### config.mk
export PLATFORM = sky130hd
export DESIGN_NAME = find_result_collector
export DESIGN_NICKNAME = d
export VERILOG_FILES = /design/src/rtl/find_result_collector.sv
export SDC_FILE = /design/constraint.sdc
export NUM_CORES = 1
export LEC_CHECK = 0
export ABC_AREA = 1
export ABC_CLOCK_PERIOD_IN_PS = 2000
export BUFFER_PORTS_ARGS = -buffer_cell sky130_fd_sc_hd__buf_2
export CELL_PAD_IN_SITES_DETAIL_PLACEMENT = 0
export CELL_PAD_IN_SITES_GLOBAL_PLACEMENT = 2
export CORE_ASPECT_RATIO = 1.2
export CORE_UTILIZATION = 26
export DETAILED_ROUTE_END_ITERATION = 16
export PLACE_DENSITY = 0.85
export SETUP_SLACK_MARGIN = 0.3
export SYNTH_ARGS = -nofsm -noshare
export SYNTH_HDL_FRONTEND = slang
export SYNTH_SLANG_ARGS = --single-unit
export TNS_END_PERCENT = 10
### constraint.sdc
create_clock -name wb_clk_i -period 2 [get_ports wb_clk_i]
set_input_delay 0.4 -clock wb_clk_i [delete_from_list [all_inputs] [get_ports wb_clk_i]]
set_output_delay 0.4 -clock wb_clk_i [all_outputs]
set_load 0.03 [all_outputs]
### src/rtl/find_result_collector.sv
// -----------------------------------------------------------------------------
// find_result_collector
//
// Downstream stage of the parallel find array. A round-robin pointer visits
// each unit in turn; the first time a unit is seen with its done level high,
// its sequence and energy are captured. The collector tracks the minimum
// energy seen so far, the sequence that produced it and the unit index. Once
// every unit has reported, all_done is raised and the results are frozen
// until reset or clear. The outputs are meant to be register-mapped by the
// Wishbone interface for firmware readback.
//
// Optional feature macro: FIND_COLLECT_CYCLES_EN
//   defined   : o_cycles counts cycles from reset/clear until DONE is entered,
//               then freezes; it saturates at all ones.
//   undefined : o_cycles is tied to zero and no counter is built.
//
// Ports:
//   wb_clk_i     clock, all logic on the rising edge
//   wb_rst_ni    synchronous active-low reset
//   i_clear      synchronous soft clear, same effect as reset
//   i_seq        packed sequences, unit k at [k*SEQ_WIDTH +: SEQ_WIDTH]
//   i_e          packed energies,  unit k at [k*E_WIDTH +: E_WIDTH]
//   i_done       per-unit done level (seq/e stable while high)
//   o_best_seq   sequence of the current minimum
//   o_best_e     current minimum energy (all ones when nothing captured)
//   o_best_idx   unit index of the current minimum
//   o_best_valid at least one result captured
//   o_new_best   one-cycle pulse when the best registers change
//   o_count      number of units captured
//   o_all_done   every unit captured
//   o_cycles     cycle count (see macro above)
// -----------------------------------------------------------------------------
module find_result_collector #(
    parameter int SEQ_WIDTH      = 8,
    parameter int E_WIDTH        = 16,
    parameter int PARALLEL_UNITS = 2,
    parameter int IDX_WIDTH      = (PARALLEL_UNITS > 1) ? $clog2(PARALLEL_UNITS) : 1,
    parameter int CNT_WIDTH      = $clog2(PARALLEL_UNITS + 1)
) (
    input  logic                                wb_clk_i,
    input  logic                                wb_rst_ni,
    input  logic                                i_clear,
    input  logic [PARALLEL_UNITS*SEQ_WIDTH-1:0] i_seq,
    input  logic [PARALLEL_UNITS*E_WIDTH-1:0]   i_e,
    input  logic [PARALLEL_UNITS-1:0]           i_done,
    output logic [SEQ_WIDTH-1:0]                o_best_seq,
    output logic [E_WIDTH-1:0]                  o_best_e,
    output logic [IDX_WIDTH-1:0]                o_best_idx,
    output logic                                o_best_valid,
    output logic                                o_new_best,
    output logic [CNT_WIDTH-1:0]                o_count,
    output logic                                o_all_done,
    output logic [31:0]                         o_cycles
);

    typedef enum logic [1:0] {
        ST_SCAN   = 2'd0,
        ST_UPDATE = 2'd1,
        ST_DONE   = 2'd2
    } state_t;

    state_t                    state_r, state_s;
    logic [IDX_WIDTH-1:0]      ptr_r, ptr_s, ptr_inc_s;
    logic [PARALLEL_UNITS-1:0] captured_r, captured_s;
    logic [SEQ_WIDTH-1:0]      held_seq_r, held_seq_s;
    logic [E_WIDTH-1:0]        held_e_r, held_e_s;
    logic [IDX_WIDTH-1:0]      held_idx_r, held_idx_s;
    logic [SEQ_WIDTH-1:0]      best_seq_r, best_seq_s;
    logic [E_WIDTH-1:0]        best_e_r, best_e_s;
    logic [IDX_WIDTH-1:0]      best_idx_r, best_idx_s;
    logic                      best_valid_r, best_valid_s;
    logic                      new_best_r, new_best_s;
    logic [CNT_WIDTH-1:0]      count_r, count_s, count_inc_s;
    logic                      all_done_r, all_done_s;
    logic                      wipe_s;

    // Reset and clear are equivalent; both abort any capture in flight.
    assign wipe_s = !wb_rst_ni || i_clear;

    // Round-robin successor of the scan pointer and the incremented count.
    always_comb begin
        if (ptr_r == IDX_WIDTH'(PARALLEL_UNITS - 1)) begin
            ptr_inc_s = '0;
        end else begin
            ptr_inc_s = ptr_r + IDX_WIDTH'(1);
        end
        count_inc_s = count_r + CNT_WIDTH'(1);
    end

    // Next-state and datapath decisions for the scan/update/done sequencer.
    always_comb begin
        state_s      = state_r;
        ptr_s        = ptr_r;
        captured_s   = captured_r;
        held_seq_s   = held_seq_r;
        held_e_s     = held_e_r;
        held_idx_s   = held_idx_r;
        best_seq_s   = best_seq_r;
        best_e_s     = best_e_r;
        best_idx_s   = best_idx_r;
        best_valid_s = best_valid_r;
        new_best_s   = 1'b0;
        count_s      = count_r;
        all_done_s   = all_done_r;

        case (state_r)
            ST_SCAN: begin
                // The pointer parks on a unit while its result is processed,
                // so UPDATE can advance it from the same position.
                if (i_done[ptr_r] && !captured_r[ptr_r]) begin
                    held_seq_s = i_seq[ptr_r*SEQ_WIDTH +: SEQ_WIDTH];
                    held_e_s   = i_e[ptr_r*E_WIDTH +: E_WIDTH];
                    held_idx_s = ptr_r;
                    state_s    = ST_UPDATE;
                end else begin
                    ptr_s = ptr_inc_s;
                end
            end
            ST_UPDATE: begin
                captured_s[held_idx_r] = 1'b1;
                count_s                = count_inc_s;
                ptr_s                  = ptr_inc_s;
                // Strict compare: on a tie the earlier capture stays best.
                // The valid gate lets an all-ones first result still win.
                if (!best_valid_r || (held_e_r < best_e_r)) begin
                    best_seq_s   = held_seq_r;
                    best_e_s     = held_e_r;
                    best_idx_s   = held_idx_r;
                    best_valid_s = 1'b1;
                    new_best_s   = 1'b1;
                end else begin
                    new_best_s = 1'b0;
                end
                if (count_inc_s == CNT_WIDTH'(PARALLEL_UNITS)) begin
                    state_s    = ST_DONE;
                    all_done_s = 1'b1;
                end else begin
                    state_s = ST_SCAN;
                end
            end
            ST_DONE: begin
                all_done_s = 1'b1;
            end
            default: begin
                state_s = ST_SCAN;
            end
        endcase
    end

    // State and result registers with synchronous reset/clear.
    always_ff @(posedge wb_clk_i) begin
        if (wipe_s) begin
            state_r      <= ST_SCAN;
            ptr_r        <= '0;
            captured_r   <= '0;
            held_seq_r   <= '0;
            held_e_r     <= '0;
            held_idx_r   <= '0;
            best_seq_r   <= '0;
            best_e_r     <= '1;
            best_idx_r   <= '0;
            best_valid_r <= 1'b0;
            new_best_r   <= 1'b0;
            count_r      <= '0;
            all_done_r   <= 1'b0;
        end else begin
            state_r      <= state_s;
            ptr_r        <= ptr_s;
            captured_r   <= captured_s;
            held_seq_r   <= held_seq_s;
            held_e_r     <= held_e_s;
            held_idx_r   <= held_idx_s;
            best_seq_r   <= best_seq_s;
            best_e_r     <= best_e_s;
            best_idx_r   <= best_idx_s;
            best_valid_r <= best_valid_s;
            new_best_r   <= new_best_s;
            count_r      <= count_s;
            all_done_r   <= all_done_s;
        end
    end

`ifdef FIND_COLLECT_CYCLES_EN
    logic [31:0] cycles_r;

    // Run-time counter: stops once DONE is reached and never wraps.
    always_ff @(posedge wb_clk_i) begin
        if (wipe_s) begin
            cycles_r <= 32'd0;
        end else if ((state_r != ST_DONE) && (cycles_r != 32'hFFFF_FFFF)) begin
            cycles_r <= cycles_r + 32'd1;
        end else begin
            cycles_r <= cycles_r;
        end
    end

    assign o_cycles = cycles_r;
`else
    assign o_cycles = 32'd0;
`endif

    assign o_best_seq   = best_seq_r;
    assign o_best_e     = best_e_r;
    assign o_best_idx   = best_idx_r;
    assign o_best_valid = best_valid_r;
    assign o_new_best   = new_best_r;
    assign o_count      = count_r;
    assign o_all_done   = all_done_r;

endmodule

* Word-level counts from Yosys, hierarchy flattened
Index checks and enable logic that the tools add are counted.
** Storage, ports and cells
- Register bits :: 60
- Output and inout bits :: 62
- Word-level logic and storage cells :: 61
** Operators by class
- Add/sub/neg operators :: 2
- Magnitude comparators :: 4
- Equality and inequality tests :: 6
- Shift-type cells :: 2
- Mux-type cells :: 15
- Bitwise gates (word level) :: 3
- Reduce and logical (&&, ||, !) cells :: 16
** Operators by type and width (count)
- variable part select 32 x 6 -> 16 bit :: 1
- less-than comparator 16 bit :: 1
- variable part select 16 x 5 -> 8 bit :: 1
- AND reduction 2 bit :: 5
- two-way mux 1 bit :: 9
- inequality test 2 bit, second input constant :: 3
- one-hot mux 2 bit (3 select lines) :: 1
- equality test 2 bit, second input constant :: 2
- less-than comparator 1 x 2 -> 1 bit, second input constant :: 2
- two-way mux 2 bit :: 2
- one-hot mux 1 bit (2 select lines) :: 2
- nonzero test 2 bit :: 2
- zero test 1 bit :: 3
- adder 2 x 1 -> 2 bit, second input constant :: 1
- equality test 2 x 1 -> 1 bit, second input constant :: 1
- logical AND 1 bit :: 2
- zero test 2 bit :: 1
- logical OR 1 bit :: 2
- inverter 1 bit :: 2
- OR 2 bit :: 1
- OR reduction 2 bit :: 1
- adder 1 bit, second input constant :: 1
- demux 1 bit (select 1 bit) :: 1
- greater-or-equal comparator 1 bit, second input constant :: 1

* Longest topological paths before layout
- Depth in word-level cells :: 6
- Gate-level depth with buffers :: 15
- Mapped depth without buffers :: 14

* Worst setup path after synthesis
Ideal clock, no wire load.
- Path type :: reg2reg
- Start :: register best_e_r[5] (netlist: o_best_e[5])
- End :: register best_e_r[10] (netlist: o_best_e[10])
- Library setup time :: 0.134 ns
- Arrival time :: 1.764 ns
- Setup slack :: 0.102 ns
- Stages on the path, launching flop included :: 14
- Buffers on the path :: 1
- Period minus slack after synthesis :: 1.898 ns
- Cells stage by stage :: dfxtp_1 -> inv_1 -> ha_1 -> a21oi_1 -> nor2_1 -> nor3_1 -> nand2_1 -> nand2_1 -> nand2_2 -> nand2_4 -> nand2_4 -> buf_6 -> nand2_1 -> nand3_1
** Between the ends
- Longest elaborated chain between the ends :: 3
** Ends and longest elaborated chain
- start: declaration :: line 69 : logic [E_WIDTH-1:0] best_e_r, best_e_s;
- start signal: assignment :: line 174 : best_e_r <= best_e_s;
- less-than comparator 16 bit :: line 125 : if (!best_valid_r || (held_e_r < best_e_r)) begin
- logical OR 1 bit :: line 125
- AND reduction 2 bit (no line)
No other way between the ends.
A chain may end at the register's enable or synchronous reset.

* Worst setup path after layout
- Start :: register best_e_r[15] (netlist: o_best_e[15])
- End :: register best_e_r[11] (netlist: o_best_e[11])
Same word-level chain as after synthesis.

==> flow_metrics.tcl <==
set metrics [dict create \
    fillers 1225 \
    finalSetupTns_ns 0 \
    num_rows 43 \
    cp.required_ns 2.20 \
    min_period_ns 1.86 \
    slew_headroom_pct 55.7 \
    finClkSkew_ns 0.00692 \
    finalInstanceArea_um2 4270 \
    firstDrtPassIters 5 \
    multi_input_area_um2 1720 \
    tritoncts "built" \
    numCtsBuffers 9 \
    synth_top_area_share_pct 38.9 \
    first_iter_violations 118 \
    clock-root-buffer "clkbuf_16" \
    h-tree-depth 3 \
    start_util_pct 26.7 \
    ant_nets 0 \
    max_cap_viol_count 0 \
    cp-end-kind "register" \
    dp_hpwl_um 5480 \
    io_buffers 82 \
    num_vias 2861 \
    p_leak_nw 2.01 \
    antenna_found_initial 0 \
    ys_warn_count 0 \
    post-route-period-util_pct 93.0 \
    overflow 0 \
    clockBufferDepth 2 \
    grt_pass1_vias 2664 \
    die_h_um 121 \
    finalHoldViolCount 0 \
    routed_wl_um 8270 \
    drc 0 \
    syn_area_per_cell_um2 7.46 \
    cellPowerDensity_nw_per_um2 801 \
    routabilityCongestion 0.724 \
    via_per_inst 4.32 \
    core_um2 11600 \
    grt_usage_pct 13.9 \
    setup_violations 0 \
    ir_drop_mv 0.372 \
    grt_setup_unrepaired "true" \
    wl_per_cell_um 12.5 \
    synthTopCellsByCount "nand2_1, dfxtp_1, inv_1" \
    clk_latency_ns 0.33 \
    syn_inst 414 \
    ff2ff_setup_slack_ns 0.14 \
    status "complete, no violations" \
    fp.dieArea_um2 12300 \
    worst_slew_pin_slew_ns 0.663 \
    fmax_mhz 538 \
    grt_max_degree 58 \
    finalNetCount 570 \
    yosys.area.top_type "dfxtp_1" \
    synth-async-reset-ratio_pct 0 \
    place_area_um2 3640 \
    synth.cell_area_um2 3090 \
    synth.distinct_cells 26 \
    clock_sinks 60 \
    n_antenna_cell 0 \
    cp_max_fo 6 \
    yosys-top-cells-area "dfxtp_1, nand2_1, buf_4" \
    yosysMostFrequentCell "nand2_1" \
    clk_pin_slew_worst_paths_ns 0.05 \
    start_kind "register" \
    finalMaxSlewViolations 0 \
    yosysSeqAreaShare_pct 38.9 \
    drive_gt1_share_pct 36.8 \
    grt_pass1_wl_um 12900 \
    syn2layout_area_growth_pct 38.1 \
    crit_type "reg2reg" \
    die_w_um 102 \
    arrival_ns 2.06 \
    synth_edf_count 0 \
    ios 115 \
    holdBufCountCts 0 \
    seqCellArea_um2 1250 \
    hp-class "in2reg" \
    synth_flop_cell "dfxtp_1" \
    ys_ff_latch 60 \
]
[placed cells by master, fill, tap and decap left out, drive strengths merged]
| cell type | synthesis | layout |
|---|---|---|
| nand2 | 96 | 99 |
| buf | 48 | 98 |
| dfxtp | 60 | 60 |
| nand3 | 42 | 42 |
| inv | 39 | 39 |
| conb | 1 | 32 |
| o21ai | 32 | 32 |
| a31oi | 24 | 24 |
| nor2 | 23 | 23 |
| a21oi | 19 | 19 |
| ha | 16 | 16 |
| clkbuf | 8 | 13 |
| clkinv | 1 | 3 |
| o21a | 2 | 2 |
| nor3 | 2 | 2 |
| nand4 | 1 | 1 |
| bufinv | 0 | 1 |
[through the flow]
stage	worst slack, ns	hold WS [ns]	utilization [%]	std cells	total power [mW]
after floorplan	0.301	0.441	-	445	1.65
after global placement	0.0993	0.448	31.4	636	1.74
after detailed placement	0.0903	0.457	31.4	636	1.74
after CTS	0.166	0.320	36.2	660	3.45
after global routing	0.0517	0.335	36.9	663	3.57
final	0.140	0.330	36.9	663	3.42
[report_power, final]
group / switching, mW / internal (mW)
clock network: 0.535 / 1.14
registers: 0.0415 / 1.23
logic: 0.317 / 0.155
total: 0.893 / 2.53
[timing repair]
| item | CTS | global route |
|---|---|---|
| pin swaps | 11 | 11 |
| setup buffers | 6 | 1 |
| cloned | 2 | 2 |
| endpoints found under the setup margin | 41 | 46 |
| resized for setup | 27 | 12 |
| endpoints found under the hold margin | 0 | 0 |
[flip-flops by register name, indices dropped and copies added (netlist names)]
signal	count
captured_r	2
o_all_done	1
o_new_best	1
o_count	2
held_e_r	16
held_seq_r	8
o_best_seq	8
state_r	2
held_idx_r	1
o_best_idx	1
ptr_r	1
o_best_e	16
o_best_valid	1
[layout make-up]
type	count	share of cell area, %
clock buffer	13	6.83
clock inverter	3	0.938
tap	157	4.60
inverter	40	3.52
sequential	60	29.3
timing repair buffer	98	14.7
multi-input combinational	292	40.2
[worst max-delay path, cell delays in order (launching register included)]
cell and delay, ns:
dfxtp_4 0.35, inv_2 0.04, ha_4 0.26, nand2_2 0.05
buf_4 0.12, o21ai_1 0.23, a21oi_2 0.06, nand2_2 0.12
nand2_8 0.09, buf_12 0.17, buf_12 0.14, nand3_2 0.05
nand3_1 0.07
[routing by layer]
metal / up-vias / track usage, % / wire [um]
li1: 1482 / - / -
met1: 1282 / 16.8 / 3730
met2: 91 / 22.9 / 4000
met3: 6 / 3.97 / 434
met4: 0 / 5.62 / 102
met5: - / 0 / 0
[cell families after synthesis]
kind of cell,count (synthesis),synth area share (%)
AO/OA/AOI/OAI,77,13.7
flip-flops,60,38.9
buffers and inverters,96,17.1
adder cells (fa/ha/maj),16,6.48
other,1,0.121
AND/OR/NAND/NOR,164,23.7
[final timing paths]
check / start / to / cells after the start
worst min-delay path: i_e[13] / held_e_r[13]$_SDFFE_PP0P_ / 3
worst min register to register: captured_r[0]$_SDFFE_PP0P_ / captured_r[0]$_SDFFE_PP0P_ / 1
worst max register to register: o_best_e[15]$_SDFFE_PP1P_ / o_best_e[11]$_SDFFE_PP1P_ / 12
worst max-delay path: o_best_e[15]$_SDFFE_PP1P_ / o_best_e[11]$_SDFFE_PP1P_ / 12
(Power assumes the default switching activity.)
